--- src/rtl/input_cond_pkg.sv ---
// rtl/input_cond_pkg.sv - shared types and width helper for the arcade input conditioner
package input_cond_pkg;

    typedef enum logic [1:0] {
        IDLE  = 2'd0,
        PULSE = 2'd1,
        GAP   = 2'd2
    } coin_state_t;

    function automatic int cnt_w(input int max);
        return $clog2(max + 1);
    endfunction

endpackage

--- src/rtl/debounce_bit.sv ---
// rtl/debounce_bit.sv - 2-FF synchroniser plus stable-count debouncer for one raw control
module debounce_bit
    import input_cond_pkg::*;
#(
    parameter int DEB_CYCLES = 20000
) (
    input  logic clk,
    input  logic reset_n,
    input  logic raw,
    output logic level
);

    localparam int DW = cnt_w(DEB_CYCLES);
    localparam logic [DW-1:0] DEB_LAST = DW'(DEB_CYCLES - 1);

    logic          r_s1;
    logic          r_s2;
    logic          r_level;
    logic [DW-1:0] r_cnt;

    // Any cycle where the synced input agrees with the accepted level restarts the count.
    always_ff @(posedge clk or negedge reset_n) begin
        if (!reset_n) begin
            r_s1    <= 1'b0;
            r_s2    <= 1'b0;
            r_level <= 1'b0;
            r_cnt   <= '0;
        end else begin
            r_s1 <= raw;
            r_s2 <= r_s1;
            if (r_s2 != r_level) begin
                if (r_cnt == DEB_LAST) begin
                    r_level <= ~r_level;
                    r_cnt   <= '0;
                end else begin
                    r_cnt <= r_cnt + 1'b1;
                end
            end else begin
                r_cnt <= '0;
            end
        end
    end

    assign level = r_level;

endmodule

--- src/rtl/arcade_input_cond.sv ---
// rtl/arcade_input_cond.sv - debounced buttons, queued coin pulse shaper, optional autofire (AUTOFIRE_EN)
module arcade_input_cond
    import input_cond_pkg::*;
#(
    parameter int N_BTN      = 8,
    parameter int DEB_CYCLES = 20000,
    parameter int COIN_PULSE = 2000000,
    parameter int COIN_GAP   = 2000000,
    parameter int COIN_QUEUE = 3,
    parameter int AF_HALF    = 1000000
) (
    input  logic             clk,
    input  logic             reset_n,
    input  logic [N_BTN-1:0] btn_in,
    input  logic [1:0]       fire_in,
    input  logic             coin_in,
    input  logic             pause,
    input  logic [1:0]       af_enable,
    output logic [N_BTN-1:0] btn_out,
    output logic [1:0]       fire_out,
    output logic             coin_out,
    output logic [1:0]       coin_pending,
    output logic             coin_drop
);

    localparam int NB = N_BTN + 3;
    localparam int PW = cnt_w(COIN_PULSE);
    localparam int GW = cnt_w(COIN_GAP);
    localparam int CW = (PW > GW) ? PW : GW;
    localparam logic [CW-1:0] PULSE_LAST = CW'(COIN_PULSE - 1);
    localparam logic [CW-1:0] GAP_LAST   = CW'(COIN_GAP - 1);
    localparam logic [1:0]    QMAX       = 2'(COIN_QUEUE);

    logic [NB-1:0] w_raw;
    logic [NB-1:0] w_level;
    logic [1:0]    w_fire;
    logic          w_coin_lvl;

    assign w_raw = {coin_in, fire_in, btn_in};

    for (genvar g = 0; g < NB; g++) begin : g_deb
        debounce_bit #(
            .DEB_CYCLES(DEB_CYCLES)
        ) u_deb (
            .clk    (clk),
            .reset_n(reset_n),
            .raw    (w_raw[g]),
            .level  (w_level[g])
        );
    end

    assign btn_out    = w_level[N_BTN-1:0];
    assign w_fire     = w_level[N_BTN+1:N_BTN];
    assign w_coin_lvl = w_level[N_BTN+2];

    coin_state_t   r_state;
    coin_state_t   w_state_nxt;
    logic [CW-1:0] r_cnt;
    logic [CW-1:0] w_cnt_nxt;
    logic [1:0]    r_pend;
    logic          r_coin_prev;
    logic          r_drop;
    logic          w_rise;
    logic          w_deq;

    assign w_rise = w_coin_lvl & ~r_coin_prev;
    assign w_deq  = (r_state == IDLE) && (r_pend != 2'd0) && !pause;

    always_ff @(posedge clk or negedge reset_n) begin
        if (!reset_n) begin
            r_state <= IDLE;
            r_cnt   <= '0;
        end else begin
            r_state <= w_state_nxt;
            r_cnt   <= w_cnt_nxt;
        end
    end

    always_comb begin
        w_state_nxt = r_state;
        w_cnt_nxt   = r_cnt;
        unique case (r_state)
            IDLE: begin
                if (w_deq) begin
                    w_state_nxt = PULSE;
                    w_cnt_nxt   = '0;
                end
            end
            PULSE: begin
                if (r_cnt == PULSE_LAST) begin
                    w_state_nxt = GAP;
                    w_cnt_nxt   = '0;
                end else begin
                    w_cnt_nxt = r_cnt + 1'b1;
                end
            end
            GAP: begin
                if (r_cnt == GAP_LAST) begin
                    w_state_nxt = IDLE;
                    w_cnt_nxt   = '0;
                end else begin
                    w_cnt_nxt = r_cnt + 1'b1;
                end
            end
            default: begin
                w_state_nxt = IDLE;
                w_cnt_nxt   = '0;
            end
        endcase
    end

    // A coin edge coinciding with a dequeue cancels out instead of counting as a drop.
    always_ff @(posedge clk or negedge reset_n) begin
        if (!reset_n) begin
            r_pend      <= 2'd0;
            r_coin_prev <= 1'b0;
            r_drop      <= 1'b0;
        end else begin
            r_coin_prev <= w_coin_lvl;
            r_drop      <= w_rise && !w_deq && (r_pend == QMAX);
            if (w_rise && !w_deq && (r_pend != QMAX)) begin
                r_pend <= r_pend + 2'd1;
            end else if (w_deq && !w_rise) begin
                r_pend <= r_pend - 2'd1;
            end
        end
    end

    assign coin_out     = (r_state == PULSE);
    assign coin_pending = r_pend;
    assign coin_drop    = r_drop;

`ifdef AUTOFIRE_EN
    localparam int AW = cnt_w(AF_HALF);
    localparam logic [AW-1:0] AF_LAST = AW'(AF_HALF - 1);

    logic [AW-1:0] r_af_cnt [2];
    logic [1:0]    r_af_ph;

    // Phase 0 means "output high", so a fresh press always starts with fire asserted.
    always_ff @(posedge clk or negedge reset_n) begin
        if (!reset_n) begin
            for (int i = 0; i < 2; i++) begin
                r_af_cnt[i] <= '0;
                r_af_ph[i]  <= 1'b0;
            end
        end else begin
            for (int i = 0; i < 2; i++) begin
                if (w_fire[i] && af_enable[i]) begin
                    if (r_af_cnt[i] == AF_LAST) begin
                        r_af_cnt[i] <= '0;
                        r_af_ph[i]  <= ~r_af_ph[i];
                    end else begin
                        r_af_cnt[i] <= r_af_cnt[i] + 1'b1;
                    end
                end else begin
                    r_af_cnt[i] <= '0;
                    r_af_ph[i]  <= 1'b0;
                end
            end
        end
    end

    assign fire_out = w_fire & ~(af_enable & r_af_ph);
`else
    logic w_unused_af;

    assign w_unused_af = ^{af_enable, AF_HALF[0]};
    assign fire_out    = w_fire;
`endif

endmodule

--- config.mk ---
export PLATFORM = sky130hd
export DESIGN_NAME = arcade_input_cond
export DESIGN_NICKNAME = d
export VERILOG_FILES = /design/src/rtl/input_cond_pkg.sv /design/src/rtl/debounce_bit.sv /design/src/rtl/arcade_input_cond.sv
export SDC_FILE = /design/constraint.sdc
export NUM_CORES = 1
export LEC_CHECK = 0
export CORE_UTILIZATION = 45
export CTS_CLUSTER_DIAMETER = 30
export DETAILED_ROUTE_END_ITERATION = 7
export SLEW_MARGIN = 20
export SYNTH_ARGS = -nofsm -noshare
export SYNTH_HDL_FRONTEND = slang
export SYNTH_SLANG_ARGS = --single-unit
--- constraint.sdc ---
create_clock -name clk -period 2.12 [get_ports clk]
set_input_delay 0.318 -clock clk [delete_from_list [all_inputs] [get_ports clk]]
set_output_delay 0.318 -clock clk [all_outputs]
set_load 0.02 [all_outputs]
==> metrics.yaml, run 1 <==
timing:
  fin_setup_tns_ns: 0
  finalHoldViolations: 0
  rsz0062_at_grt: "no"
  worstMarginPinSlew_ns: 0.543
  fin_skew_ns: 0.0185
  slew_viol_final: 0
  fmax_ghz: 0.525
  fin_crit_ns: 1.90
  slew_headroom_pct: 63.8
  fin_ws_ns: 0.215
  holdWs_ns: 0.228
  final.period_utilization_pct: 89.9
  setup_viol: 0
synth:
  syn-cell-area_um2: 10400
  async_flop_share_pct: 100
  synth-edff-count: 0
  ys.flop_type: "dfrtp_1"
  synth-seq-cells: 225
  synth_seq_area_share_pct: 54.3
  yosys_warnings: 0
  synth_nets: 1038
  ys_types: 53
  syn_area_per_cell_um2: 10.3
  syn_inst: 1006
finish:
  nFillCells: 1941
  diodes: 0
  drive_gt1_share_pct: 11.3
  layout_commonest_cell: "dfrtp_1"
  fin_cells: 1393
  most-common-layout-cells: "dfrtp_1 (225), nor2_1 (191), xor2_1 (97)"
  areaGrowthSynthToFinish_pct: 22.4
  layout.nets: 1100
drt:
  vias: 7019
  wirelength_um: 17700
  wl_met1_um: 8740
  drtAntennaViolNets: 0
  route.detailed.drc: 2
  drtIter0Drc: 267
  wl_met3_um: 711
  routed_via_density: 5.04
  wl_per_cell_um: 12.7
  met2_length_um: 7930
  routed.top_layer: "met4"
  dr.pass1.iters: 6
clocking:
  worstSkewPairLatency_ns: 0.53
  clk_pin_slew_ns: 0.05
  cts_tree: "yes"
  cts_htree_levels: 2
  cts_max_path_buffers: 3
  numCtsBuffers: 51
  postCtsSetupRepairBufs: 0
  cts_root_buf: "clkbuf_16"
  cts_sinks: 225
power_and_ir_drop:
  vdd_drop_max_uv: 646
  pwr-share-seq_pct: 34.7
  comb_power_share_pct: 6.1
  p_total_mw: 13.0
  p_int_mw: 10.0
  p_sw_mw: 3.02
  power_density_nw_per_um2: 1030
  p_clk_share_pct: 59.2
  leakagePower_nw: 5.66
  switching_share_pct: 23.1
worst_setup_path:
  crit_required_ns: 1.80
  end_kind: "primary output"
  path_delay_family: "buffers and inverters"
  path_class: "flip-flop to primary output"
  path_buf_inv: 1
  arrival_ns: 1.59
  worstPathMaxFanout: 7
  path_cells: "clkdlybuf4s50_1"
  cp_slowest_stage_delay_ns: 0.64
  crit_slowest_cell: "clkdlybuf4s50_1"
  crit_start: "coin_pending[1]"
  regToRegSetupSlack_ns: 0.24
  start_kind: "flip-flop"
  r2r_start: "r_cnt[0]"
place:
  gp_congestion: 0.782
  place_ws_ns: 0.140
  place_hpwl_um: 11200
  io_buffers: 27
  place_inst: 1299
floorplanning:
  rows: 55
  die_area_um2: 23600
  initial_core_util_pct: 45.8
  io_pins: 30
  dieWidth_um: 154
  die_h_um: 154
  core_um2: 22600
global_route:
  grt_usage_pct: 16.1
  grt_max_degree: 61
  antenna_found_initial: 0
  grt_pass1_wl_um: 32100
  overflow: 0
  grt_pass1_vias: 6945
outcome:
  violations: "design-rule violations"
  status: "complete, but fails checks"
hold_path:
  hold_class: "input pin to flip-flop"
  min_from: "btn_in[3]"
job:
  max-cap-violations: 0
-- cell usage after synthesis (all sizes together), types with 12 or more instances --
cell	n	share of area, %
xor2	97	8.2
nor2	192	7.0
ha	16	1.9
xnor2	53	4.5
nand2	57	2.1
a21oi	18	0.91
nand2b	12	0.77
nand4	35	2.1
inv	27	0.98
buf	19	1.3
and3	32	2.0
mux2	12	1.3
nor3	18	0.87
o21ai	24	1.2
dfrtp	225	54
nand3	76	3.7
-- flip-flops by register name, summed over array words and instances, names as in the netlist --
signal / cells
g_deb.u_deb.r_cnt: 165
r_cnt: 21
g_deb.u_deb.level: 11
g_deb.u_deb.r_s1: 11
g_deb.u_deb.r_s2: 11
coin_pending: 2
r_state: 2
coin_drop: 1
r_coin_prev: 1
-- power by group through the flow --
stage,clock network [mW],logic (mW),registers (mW)
after floorplan,0,0.514,4.57
after global placement,0,0.805,4.59
after detailed placement,0,0.811,4.59
after CTS,7.91,0.809,4.52
after global routing,8.12,0.911,4.54
final,7.72,0.793,4.52
-- per-stage QoR --
step	cell area (um2)	util (%)
final	12700	56.0
after global routing	12700	56.0
after CTS	12700	56.0
after detailed placement	11000	48.4
after global placement	11000	48.4
after floorplan	10400	-
-- area by class of cell --
type | instances | area [um2] | area share [%]
flip-flops and latches | 225 | 5630 | 44.4
multi-input cells | 725 | 4470 | 35.2
clock buffers | 64 | 1380 | 10.8
repair buffers | 38 | 409 | 3.22
well taps | 285 | 357 | 2.81
clock inverters | 29 | 349 | 2.75
inverters | 27 | 101 | 0.799
-- cells by family (layout without fill, tap and decap cells) --
group                      count (synthesis)  count (layout)  synth area share (%)
and+or+nand+nor                          489             489                  23.7
DFF                                      225             225                  54.3
xor gates and xnor gates                 150             150                  12.7
AOI/OAI and AO/OA                         58              58                  3.51
buffers and inverters                     56             158                  2.61
muxes                                     12              12                  1.30
adders and majority gates                 16              16                  1.93
-- layer usage --
layer	vias to the layer above	global-route usage [%]
met4	0	5.52
met3	36	3.92
met5	-	0
li1	3554	-
met1	3337	22.0
met2	92	25.1
-- worst paths after layout --
| check | endpoint | depth (start not counted) |
|---|---|---|
| min in group asynchronous | g_deb[0].u_deb.r_cnt[7] | 2 |
| hold reg to reg | g_deb[6].u_deb.r_s2 | 0 |
| hold / removal | g_deb[3].u_deb.r_s1 | 1 |
| setup reg to reg | r_cnt[10] | 6 |
| setup / recovery | coin_pending[1] | 1 |
| max in group asynchronous | g_deb[3].u_deb.r_cnt[9] | 3 |
-- repair_timing --
item                                    in CTS  in global routing
hold buffers                                 1                  0
endpoints found under the setup margin       1                  4
gates resized for setup                      1                  1
endpoints found under the hold margin       43                  0
Power figures use the tool's default switching activity.
==> inputs of run 2 (changes only) <==
--- a/config.mk
+++ b/config.mk
@@ -8,6 +8,7 @@
 export CORE_UTILIZATION = 45
 export CTS_CLUSTER_DIAMETER = 30
 export DETAILED_ROUTE_END_ITERATION = 7
+export PLACE_DENSITY = 0.71
 export SLEW_MARGIN = 20
 export SYNTH_ARGS = -nofsm -noshare
 export SYNTH_HDL_FRONTEND = slang
==> run 2 against run 1 <==
  * The run now ends clean
  * Die area unchanged
  * Non-clock buffer count is 2 lower
  * Global-route usage shrank 0.11 points
  * Power shrank 6.0%
  * Sequential cell count did not move
  * Critical path type is now flip-flop to flip-flop
  * Highest routed layer unchanged
==> metrics.yaml, run 2 (same netlist as run 1, synthesis figures left out) <==
worst_setup_path:
  crit_cells: 6  # +5
  cp_slowest_stage_delay_ns: 0.39  # -0.25 ns
  worstPathMaxFanout: 8  # +1
  path_delay_family: "simple AND/OR/NAND/NOR gates"
  end_kind: "flip-flop"
  crit_slowest_cell: "dfrtp_1"
  path_cells: "ha_1 -> nand3_2 -> nor4_4 -> a21o_1 -> nor2_1 -> a22o_1"
  path_buf_inv: 0  # -1
  crit_required_ns: 2.51  # +0.71 ns
  start_kind: "flip-flop"
  path_class: "flip-flop to flip-flop"
  rr_worst_depth: 6  # unchanged
  arrival_ns: 2.38  # +0.79 ns
timing:
  final.period_utilization_pct: 93.9  # +4.0 points
  slew_headroom_pct: 65.6  # +1.7 points
  fin_skew_ns: 0.0181  # -0.000398 ns
  worstMarginPinSlew_ns: 0.517  # -0.0261 ns
  slew_viol_final: 0  # unchanged
  rsz0062_at_grt: "no"
  setup_viol: 0  # unchanged
  fin_setup_tns_ns: 0  # unchanged
  finalHoldViolations: 0  # unchanged
  fmax_ghz: 0.502  # -4.3%
  fin_crit_ns: 1.99  # +0.0852 ns
  holdWs_ns: 0.239  # +0.0114 ns
global_route:
  grt_pass1_wl_um: 31700  # -1.2%
  overflow: 0  # unchanged
  grt_usage_pct: 16.0  # -0.11 points
  grt_pass1_vias: 6975  # +0.43%
  antenna_found_initial: 0  # unchanged
  grt_max_degree: 57  # -6.6%
finish:
  layout.nets: 1090  # -0.91%
  diodes: 0  # unchanged
  drive_gt1_share_pct: 10.3  # -1.0 points
  fin_area_um2: 12500  # -1.8%
  most-common-layout-cells: "dfrtp_1 (225), nor2_1 (191), xor2_1 (97)"
  utilization_pct: 55.0  # -1.0 points
  largestRegisters: "g_deb.u_deb.r_cnt (165), r_cnt (21)"
  areaGrowthSynthToFinish_pct: 20.1
  layout_commonest_cell: "dfrtp_1"
  top_register: "g_deb.u_deb.r_cnt"
  largest_reg_flops: 165  # unchanged
place:
  gp_congestion: 0.835  # +6.8%
  place_hpwl_um: 11100  # -0.60%
  place_area_um2: 10900  # -0.25%
  io_buffers: 27  # unchanged
clocking:
  cts_root_buf: "clkbuf_16"
  clk_pin_slew_ns: 0.05  # about the same
  cts_sinks: 225  # unchanged
  worstSkewPairLatency_ns: 0.52  # about the same
  cts_max_path_buffers: 3  # unchanged
  cts_htree_levels: 2  # unchanged
  postCtsSetupRepairBufs: 0  # unchanged
  cts_tree: "yes"
  numCtsBuffers: 43  # -16%
power_and_ir_drop:
  vdd_drop_max_uv: 674  # +4.2%
  leakagePower_nw: 5.52  # -2.4%
  power_density_nw_per_um2: 984  # -4.3%
floorplanning:
  core_um2: 22600  # unchanged
  die_h_um: 154  # unchanged
  io_pins: 30  # unchanged
  rows: 55  # unchanged
  initial_core_util_pct: 45.8  # unchanged
  dieWidth_um: 154  # unchanged
  die_area_um2: 23600  # unchanged
drt:
  wl_per_cell_um: 12.8  # +0.93%
  dr.pass1.iters: 4  # -2
  drtIter0Drc: 220  # -18%
  routed_via_density: 5.09  # +1.0%
  wirelength_um: 17700  # -0.30%
  route.detailed.drc: 0  # -2
  drtAntennaViolNets: 0  # unchanged
  vias: 7005  # -0.20%
job:
  max-cap-violations: 0  # unchanged
outcome:
  status: "complete, no violations"
hold_path:
  hold_class: "input pin to flip-flop"
  hold_path_depth: 1  # unchanged
run 2: cell count changes in the layout (fill, tap and decap cells not counted), sizes merged:
cell      change
clkbuf       -10
clkinv        -6
clkinvlp      +4
buf           -2
inv           -2
bufinv        -1
run 2: what timing repair did:
action	4_1_cts	5_1_grt
hold endpoints to repair	51	0
resized for setup	1	0
setup endpoints to repair	1	0
hold buffers	1	0
run 2: cell type report:
class	count	area, um2
clock buffer	54	1220
clock inverter	24	299
fill	1896	10200
inverter	27	101
multi-input combinational	725	4470
sequential	225	5630
tap	285	357
timing repair buffer	36	382
run 2: where the power goes:
group          switching [mW]  internal, mW
Combinational           0.510         0.269
Sequential              0.111          4.42
Clock                    2.25          4.70
run 2: path summary, 6_finish.rpt:
kind	slack, ns	from	to
worst min-delay path	0.24	btn_in[5]	g_deb[5].u_deb.r_s1
worst max-delay path	0.13	r_cnt[0]	r_cnt[10]
worst min register to register	0.33	g_deb[8].u_deb.r_s1	g_deb[8].u_deb.r_s2
max in group asynchronous	1.11	reset_n	g_deb[3].u_deb.r_s1
worst max register to register	0.13	r_cnt[0]	r_cnt[10]
min in group asynchronous	0.32	reset_n	g_deb[0].u_deb.r_cnt[7]
run 2: per-layer routing:
metal  wire length (um)  global-route usage [%]
met1               8390                    21.2
met2               8180                    25.5
met3                662                    3.52
met4                438                    6.52
met5                  0                       0
run 2: through the flow:
step | cells | setup slack [ns] | total power [mW]
after floorplan | 1006 | 0.429 | 5.08
after global placement | 1297 | 0.149 | 5.35
after detailed placement | 1297 | 0.123 | 5.38
after CTS | 1376 | 0.147 | 12.4
after global routing | 1376 | 0.00816 | 12.8
final | 1376 | 0.130 | 12.3
